**src/rtl/fetch_pkg.sv**
```systemverilog
// Shared constants and the prefetch-queue entry type for the instruction-fetch front end.
package fetch_pkg;

  localparam int unsigned FQ_XLEN = 32;
  localparam int unsigned ILEN    = 32;

  localparam logic [ILEN-1:0] NOP_INST  = 32'h0000_0013;
  localparam logic [6:0]      OP_JAL    = 7'b1101111;
  localparam logic [6:0]      OP_BRANCH = 7'b1100011;

  // One buffered fetch: its PC, the raw word and whether fetch steered past it.
  typedef struct packed {
    logic [FQ_XLEN-1:0] pc;
    logic [ILEN-1:0]    inst;
    logic               pred;
  } fq_entry_t;

endpackage

```
**src/rtl/fetch_predecode.sv**
```systemverilog
// Static predictor: JAL always taken, backward conditional branches taken.
// Purely combinational; only instantiated when FETCH_STATIC_PREDICT_EN is defined.
module fetch_predecode
  import fetch_pkg::*;
#(
  parameter int unsigned XLEN = 32
) (
  input  logic [31:0]     inst,
  input  logic [XLEN-1:0] pc,
  output logic            pred_taken,
  output logic [XLEN-1:0] pred_target
);

  logic [20:0]     j_imm;
  logic [12:0]     b_imm;
  logic [XLEN-1:0] offset;
  logic            is_jal;
  logic            is_bwd_branch;

  always_comb begin
    j_imm         = {inst[31], inst[19:12], inst[20], inst[30:21], 1'b0};
    b_imm         = {inst[31], inst[7], inst[30:25], inst[11:8], 1'b0};
    is_jal        = (inst[6:0] == OP_JAL);
    // A set sign bit means the branch points backwards, typically a loop.
    is_bwd_branch = (inst[6:0] == OP_BRANCH) && inst[31];
    offset        = is_jal ? XLEN'($signed(j_imm)) : XLEN'($signed(b_imm));
    pred_taken    = is_jal || is_bwd_branch;
    pred_target   = pc + offset;
  end

endmodule

```
**src/rtl/fetch_queue.sv**
```systemverilog
// Fetch PC owner plus circular prefetch queue feeding decode over valid/ready.
// Static prediction is enabled by defining FETCH_STATIC_PREDICT_EN.
module fetch_queue
  import fetch_pkg::*;
#(
  parameter int unsigned      XLEN     = 32,
  parameter int unsigned      DEPTH    = 4,
  parameter logic [XLEN-1:0]  RESET_PC = '0
) (
  input  logic                    clk,
  input  logic                    rst,
  output logic [XLEN-1:0]         imem_addr,
  input  logic [31:0]             imem_data,
  input  logic                    imem_valid,
  input  logic                    redirect_valid,
  input  logic [XLEN-1:0]         redirect_pc,
  output logic                    deq_valid,
  input  logic                    deq_ready,
  output logic [31:0]             deq_inst,
  output logic [XLEN-1:0]         deq_pc,
  output logic                    deq_pred_taken,
  output logic [$clog2(DEPTH):0]  occupancy
);

  localparam int unsigned PTR_W = $clog2(DEPTH);
  localparam int unsigned CNT_W = PTR_W + 1;

  logic [XLEN-1:0]  pc_q, pc_d;
  logic [PTR_W-1:0] rptr_q, rptr_d;
  logic [PTR_W-1:0] wptr_q, wptr_d;
  logic [CNT_W-1:0] count_q, count_d;
  fq_entry_t        mem_q [DEPTH];
  fq_entry_t        mem_d [DEPTH];

  fq_entry_t        head;
  logic             push;
  logic             pop;
  logic             pred_taken;
  logic [XLEN-1:0]  seq_pc;
  logic [XLEN-1:0]  next_pc;

  assign seq_pc = pc_q + XLEN'(4);

`ifdef FETCH_STATIC_PREDICT_EN
  logic [XLEN-1:0] pred_target;

  fetch_predecode #(.XLEN(XLEN)) u_predecode (
    .inst        (imem_data),
    .pc          (pc_q),
    .pred_taken  (pred_taken),
    .pred_target (pred_target)
  );

  assign next_pc = pred_taken ? pred_target : seq_pc;
`else
  assign pred_taken = 1'b0;
  assign next_pc    = seq_pc;
`endif

  // Head view is read straight from the storage flops; nothing from imem_data reaches it.
  assign head           = mem_q[rptr_q];
  assign deq_valid      = (count_q != '0);
  assign deq_inst       = deq_valid ? head.inst : NOP_INST;
  assign deq_pc         = deq_valid ? XLEN'(head.pc) : '0;
  assign deq_pred_taken = deq_valid && head.pred;
  assign imem_addr      = pc_q;
  assign occupancy      = count_q;

  assign pop  = deq_valid && deq_ready;
  assign push = imem_valid && ((count_q < CNT_W'(DEPTH)) || pop);

  // Next-state: redirect squashes the queue and any fetch or pop in the same cycle.
  always_comb begin
    pc_d    = pc_q;
    rptr_d  = rptr_q;
    wptr_d  = wptr_q;
    count_d = count_q;
    mem_d   = mem_q;
    if (redirect_valid) begin
      pc_d    = redirect_pc & ~XLEN'(1);
      rptr_d  = '0;
      wptr_d  = '0;
      count_d = '0;
    end else begin
      if (push) begin
        mem_d[wptr_q] = '{pc: FQ_XLEN'(pc_q), inst: imem_data, pred: pred_taken};
        wptr_d        = wptr_q + PTR_W'(1);
        pc_d          = next_pc;
      end
      if (pop) begin
        rptr_d = rptr_q + PTR_W'(1);
      end
      if (push && !pop) begin
        count_d = count_q + CNT_W'(1);
      end else if (pop && !push) begin
        count_d = count_q - CNT_W'(1);
      end
    end
  end

  always_ff @(posedge clk) begin
    if (rst) begin
      pc_q    <= RESET_PC;
      rptr_q  <= '0;
      wptr_q  <= '0;
      count_q <= '0;
    end else begin
      pc_q    <= pc_d;
      rptr_q  <= rptr_d;
      wptr_q  <= wptr_d;
      count_q <= count_d;
    end
  end

  // Entry storage needs no reset: count_q gates every read of it.
  always_ff @(posedge clk) begin
    mem_q <= mem_d;
  end

endmodule

```
**config.mk**
```make
export PLATFORM = sky130hd
export DESIGN_NAME = fetch_queue
export DESIGN_NICKNAME = d
export VERILOG_FILES = /design/src/rtl/fetch_pkg.sv /design/src/rtl/fetch_predecode.sv /design/src/rtl/fetch_queue.sv
export SDC_FILE = /design/constraint.sdc
export NUM_CORES = 1
export LEC_CHECK = 0
export ABC_AREA = 1
export BUFFER_PORTS_ARGS = -buffer_cell sky130_fd_sc_hd__buf_2
export CAP_MARGIN = 30
export CORE_MARGIN = 2
export CORE_UTILIZATION = 57
export CTS_CLUSTER_DIAMETER = 50
export DETAILED_ROUTE_END_ITERATION = 10
export PLACE_DENSITY = 0.83
export REMOVE_ABC_BUFFERS = 1
export SYNTH_ARGS = -nofsm -noshare
export SYNTH_HDL_FRONTEND = slang
export SYNTH_SLANG_ARGS = --single-unit
```
**constraint.sdc**
```tcl
create_clock -name clk -period 4.8 [get_ports clk]
set_input_delay 0.24 -clock clk [delete_from_list [all_inputs] [get_ports clk]]
set_output_delay 0.24 -clock clk [all_outputs]
set_load 0.05 [all_outputs]
```
==> metrics.cfg, run 1 <==
[drt]
drc_errors=0
firstDrtPassIters=5
antenna_left=0
drt-vias-per-instance=5.472
vias=9225
finalWirelength_um=29140
drt_iter0_markers=779
avgRoutedWirePerCell_um=17.28

[timing]
relSlewSlack=0.4208
max_freq_ghz=0.3084
setup_viol=0
fin_crit_ps=3242
rsz0062_at_grt=false
fin_crit_sh=0.6755
hold_violations=0
layout_setup_ws_ps=1558
finClkSkew_ps=10.50
tightestPinTransition_ps=868.9
maxSlewViolCount=0

[worst_setup_path]
path_class=flip-flop to primary output
critPathCaptureType=primary output
path_cells=buf_4, nor2_1, nor2_1, o21ai_0, a21oi_1, buf_2
critPathArrivalTime_ps=3000
max_stage_delay_ps=790
slowest_stage=buf_4
required_ps=4560
cp_common_cell=nor2_1
critPathMaxFanout=82
start_kind=flip-flop

[finish]
utilization=0.6911
fin_area_um2=14940
instances_no_fill=1686
drive_gt1_frac=0.1917
num-fill-cells=1527
fin_nets=1455
area_delta_synth_final_pct=20.25
final_common_cell=nor2_1
layout_common_cells=nor2_1, edfxtp_1, buf_2, nand2_1, o21ai_0

[placement]
place_ws_ps=2228
place_area_um2=13480
post-place-cells=1590
gp_congestion=0.8941
dpl.hpwl_um=17180
portBuffers=165

[logic_synthesis]
syn_area_um2=12430
yosysUniqueCellTypes=36
synth_edf_count=252
ys_ff_latch=290
synthFlopType=edfxtp_1
yosys_warnings=0
syn_area_per_cell_um2=10.45
seq_area_frac_synth=0.6702
async_reset_ff_frac=0
synthCells=1189

[pwr]
power_density_nw_per_um2=411.1
finalPower_mw=6.143
clkPwrFrac=0.402
leakage_nw=5.709
p_int_mw=4.510
power_frac_seq=0.467
p_sw_frac=0.2659
irDropWorstVdd_uv=302.6
comb_power_share=0.131
switching_power_mw=1.633

[cts]
post-cts-setup-buffers=0
clockRootBuffer=clkbuf_16
ctsLongestPathBuffers=3
htree_num_levels=1
cts_tree=done
clk_latency_ps=540
cts.clk_slew.worst_paths_ps=60
cts_buffers=30
clock_sinks=290

[global_routing]
grt_max_degree=83
grt_usage=0.2506
grt_overflow=0
grt_antenna_before_repair=3
first_global_vias=8899
grt_pass1_wl_um=44150

[floorplanning]
die_area_um2=23000
ios=170
start_util=0.5748
die_h_um=151.7
core_um2=21620
rows=54
dieWidth_um=151.7

[outcome]
status=finished, final reports clean

[min_path]
holdCritPathClass=primary input to flip-flop

[flow_run]
drv_cap=0

-- power by group through the flow --
stage	clock (mW)	combinational [mW]	sequential, mW
floorplan	0	0.474	2.98
detailed placement	0	0.777	2.92
finish	2.47	0.807	2.87
global route	2.61	0.860	2.88
CTS	2.50	0.805	2.87
global placement	0	0.762	2.92
-- critical path: cells and delay by family (launching register included) --
family,cells,cell delay (ps)
AND/OR/NAND/NOR,2,300
flip-flops,1,700
buffers and inverters,2,1080
AO/OA/AOI/OAI,2,340
-- registers in the layout, indices dropped and copies added (netlist names) --
signal and flops:
mem_q 252, rptr_q 2, imem_addr 31, wptr_q 2, occupancy 3
-- final timing paths --
path | from | end | slack, ps | cells after the start
setup / recovery | rptr_q[0]$_SDFFE_PP0P_ | deq_inst[31] | 1560 | 6
hold / removal | redirect_pc[7] | imem_addr[7]$_SDFFE_PP0P_ | 20 | 3
setup reg to reg | occupancy[2]$_SDFFE_PP0P_ | mem_q[224]$_DFFE_PP_ | 2400 | 6
hold reg to reg | wptr_q[0]$_SDFFE_PP0P_ | wptr_q[0]$_SDFFE_PP0P_ | 530 | 2
-- cells by family (layout without fill, tap and decap cells) --
family,after synthesis,count (layout),share of synthesized area
and+or+nand+nor,510,510,0.1662
adders and majority gates,7,7,0.007652
other,1,6,0.0003018
xor gates and xnor gates,13,13,0.009162
DFF,290,290,0.6702
buffers and inverters,124,336,0.04380
AOI/OAI and AO/OA,244,244,0.1027
-- metrics by stage --
step                hold slack [ps]  TNS, ps
floorplan                     302.4   -70820
global placement              452.6        0
detailed placement            455.8        0
CTS                          0.3106        0
global route                  24.74        0
finish                        23.46        0
-- timing repair --
action,in CTS,in global routing
hold buffers,37,0
endpoints found under the setup margin,0,0
gates resized for setup,0,0
hold endpoints to repair,133,0
-- Yosys cell counts (5+ instances only) --
master / number / area (um^2)
nor2_1: 305 / 1145
nor2_2: 6 / 37.54
inv_1: 58 / 217.7
buf_4: 7 / 52.55
dfxtp_1: 38 / 760.7
nand2_2: 5 / 31.28
ha_1: 6 / 75.07
nand2_1: 161 / 604.3
clkbuf_1: 29 / 108.9
edfxtp_1: 252 / 7567
a31oi_1: 6 / 37.54
xor2_1: 12 / 105.1
buf_1: 5 / 18.77
nor2_4: 8 / 90.09
nand3_1: 17 / 85.08
buf_2: 18 / 90.09
o21ai_0: 138 / 690.7
a21oi_1: 86 / 430.4
-- layout make-up --
class / count / area (um^2) / share of cell area
flip-flops and latches: 290 / 8333 / 0.5576
well taps: 280 / 350.3 / 0.02344
clock inverters: 24 / 307.8 / 0.02060
inverters: 61 / 230.2 / 0.01541
clock buffers: 32 / 779.5 / 0.05216
diodes: 3 / 7.507 / 0.0005024
repair buffers: 219 / 1336 / 0.08942
multi-input cells: 777 / 3598 / 0.2408
-- layer usage --
| layer | part of all wire | vias up | GRT usage |
|---|---|---|---|
| met4 | 0.026 | 0 | 0.08380 |
| met5 | 0 | - | 0 |
| met3 | 0.074 | 49 | 0.04132 |
| met1 | 0.41 | 4397 | 0.3172 |
| met2 | 0.49 | 365 | 0.4410 |
| li1 | - | 4414 | - |
Note: power is estimated with default switching activity, not from simulation.
==> run 2: changes to the inputs <==
CORE_UTILIZATION = 52   (was 57)
PLACE_DENSITY = 0.8   (was 0.83)
clock period = 2.6 ns   (was 4.8 ns; I/O delays follow)
==> metrics.cfg, run 2 (same netlist as run 1, synthesis figures left out) <==
[outcome]
status=finished, final reports clean

[worst_setup_path]
path_class=flip-flop to primary output
cp_common_cell=nor2_1
start_kind=flip-flop
critPathArrivalTime_ps=2310  ; -690 ps
critPathCaptureType=primary output
critical_path.top_delay_family=buffers and inverters
path_cells=buf_4, nor2_1, nor2_1, o21ai_0, a21oi_1, buf_2
slowest_stage=buf_4
critPathMaxFanout=53  ; -35%
max_stage_delay_ps=490  ; -300 ps
worst-path-buf-inv=2  ; unchanged
required_ps=2470  ; -2090 ps

[placement]
post-place-cells=1631  ; +2.6%
portBuffers=165  ; unchanged
dpl.hpwl_um=17940  ; +4.4%
gp_congestion=0.9225  ; +3.2%

[cts]
htree_num_levels=1  ; unchanged
cts_buffers=31  ; +3.3%
ctsLongestPathBuffers=3  ; unchanged
cts.clk_slew.worst_paths_ps=60  ; about the same
cts_tree=done
post-cts-setup-buffers=0  ; unchanged
clk_latency_ps=540  ; about the same
clockRootBuffer=clkbuf_16
cts_hold_buffers=78  ; +110%
cts-resized-gates=0  ; unchanged
clock_sinks=290  ; unchanged

[floorplanning]
rows=56  ; +3.7%
dieWidth_um=158.6  ; +4.6%
start_util=0.5294  ; -0.04534
core_um2=23470  ; +8.6%
ios=170  ; unchanged
die_area_um2=25150  ; +9.4%
die_h_um=158.6  ; +4.6%

[pwr]
p_int_mw=8.153  ; +81%
irDropWorstVdd_uv=417.8  ; +38%
clkPwrFrac=0.389  ; -0.013
p_sw_frac=0.2735  ; +0.007641
switching_power_mw=3.070  ; +88%
comb_power_share=0.140  ; +0.009
power_frac_seq=0.471  ; +0.004
power_density_nw_per_um2=724.3  ; +76%
leakage_nw=5.934  ; +3.9%

[drt]
firstDrtPassIters=5  ; unchanged
drt-vias-per-instance=5.234  ; -4.3%
finalWirelength_um=30110  ; +3.3%
avgRoutedWirePerCell_um=17.05  ; -1.4%
drt_iter0_markers=754  ; -3.2%
drc_errors=0  ; unchanged
antenna_left=0  ; unchanged
vias=9244  ; +0.21%

[global_routing]
grt_overflow=0  ; unchanged
grt_usage=0.2354  ; -0.01522
grt_max_degree=73  ; -12%
grt_pass1_wl_um=45620  ; +3.3%
first_global_vias=8827  ; -0.81%
grt_antenna_before_repair=0  ; -3

[timing]
rsz0062_at_grt=false
max_freq_ghz=0.4100
fin_crit_ps=2439
maxSlewViolCount=0  ; unchanged
fin_crit_sh=0.9382
tightestPinTransition_ps=608.5  ; -260.3 ps
hold_violations=0  ; unchanged
setup_viol=0  ; unchanged
relSlewSlack=0.5943  ; +0.1736
finClkSkew_ps=13.03  ; +2.524 ps

[finish]
antenna-diode-count=0  ; -3
area_delta_synth_final_pct=24.69
drive_gt1_frac=0.1894  ; -0.002375
largest_register_ffs=252  ; unchanged
fin_nets=1499  ; +3.0%
utilization=0.6601  ; -0.03102
layout_common_cells=nor2_1, edfxtp_1, buf_2, nand2_1, o21ai_0
instances_no_fill=1766  ; +4.7%
top_register=mem_q
final_common_cell=nor2_1

[flow_run]
drv_cap=0  ; unchanged

[min_path]
holdCritPathClass=primary input to flip-flop

-- run 2: changes by cell type in the layout (fill, tap and decap cells not counted), moves of 5 or more --
cell / delta
buf_12: +11
buf_4: -9
clkinv_1: -6
clkbuf_8: +5
dlygate4sd3_1: +41
-- run 2: worst paths after layout --
path	start	to	slack (ps)	depth (start not counted)
hold reg to reg	wptr_q[0]$_SDFFE_PP0P_	wptr_q[0]$_SDFFE_PP0P_	520	2
setup / recovery	rptr_q[0]$_SDFFE_PP0P_	deq_pc[5]	160	6
hold / removal	rst	imem_addr[26]$_SDFFE_PP0P_	40	2
setup reg to reg	imem_addr[3]$_SDFFE_PP0P_	imem_addr[24]$_SDFFE_PP0P_	270	9
-- run 2: power by group through the flow --
stage          Combinational, mW  Sequential, mW  Clock, mW
2_1_floorplan              0.875            5.50          0
3_3_place_gp                1.45            5.38          0
3_5_place_dp                1.47            5.39          0
4_1_cts                     1.57            5.29       4.42
5_1_grt                     1.68            5.30       4.61
6_report                    1.57            5.29       4.37
-- run 2: per-stage QoR --
step           TNS [ps]  instance area (um^2)  hold WS (ps)  worst slack (ps)  total power, mW
2_1_floorplan   -747390                 12120         192.4             -2478            6.371
3_3_place_gp          0                 13680         341.9             630.1            6.828
3_5_place_dp          0                 13680         349.7             584.1            6.856
4_1_cts               0                 15490         5.276             162.3            11.28
5_1_grt               0                 15490         27.09             20.62            11.59
6_report              0                 15490         35.09             160.7            11.22
-- run 2: routing by layer --
layer  vias up  wire [um]  track usage
li1       4496          -            -
met1      4325      12470       0.3059
met2       374      14790       0.4143
met3        49       2217      0.03484
met4         0        626      0.06306
met5         -          0            0
-- run 2: worst reg2reg max path, delay by kind of cell (launching register included) --
family                   cells  cell delay (ps)
buffers and inverters        1              570
adder cells (fa/ha/maj)      1              320
flip-flops                   1              510
AO/OA/AOI/OAI                1               60
AND/OR/NAND/NOR              6              750
-- run 2: final cells by class --
cell class | count | area, um^2
Timing Repair Buffer | 262 | 1899
Clock inverter | 16 | 171.4
Sequential cell | 290 | 8333
Fill cell | 1708 | 7978
Multi-Input combinational cell | 777 | 3598
Inverter | 61 | 230.2
Tap cell | 319 | 399.1
Clock buffer | 41 | 863.3
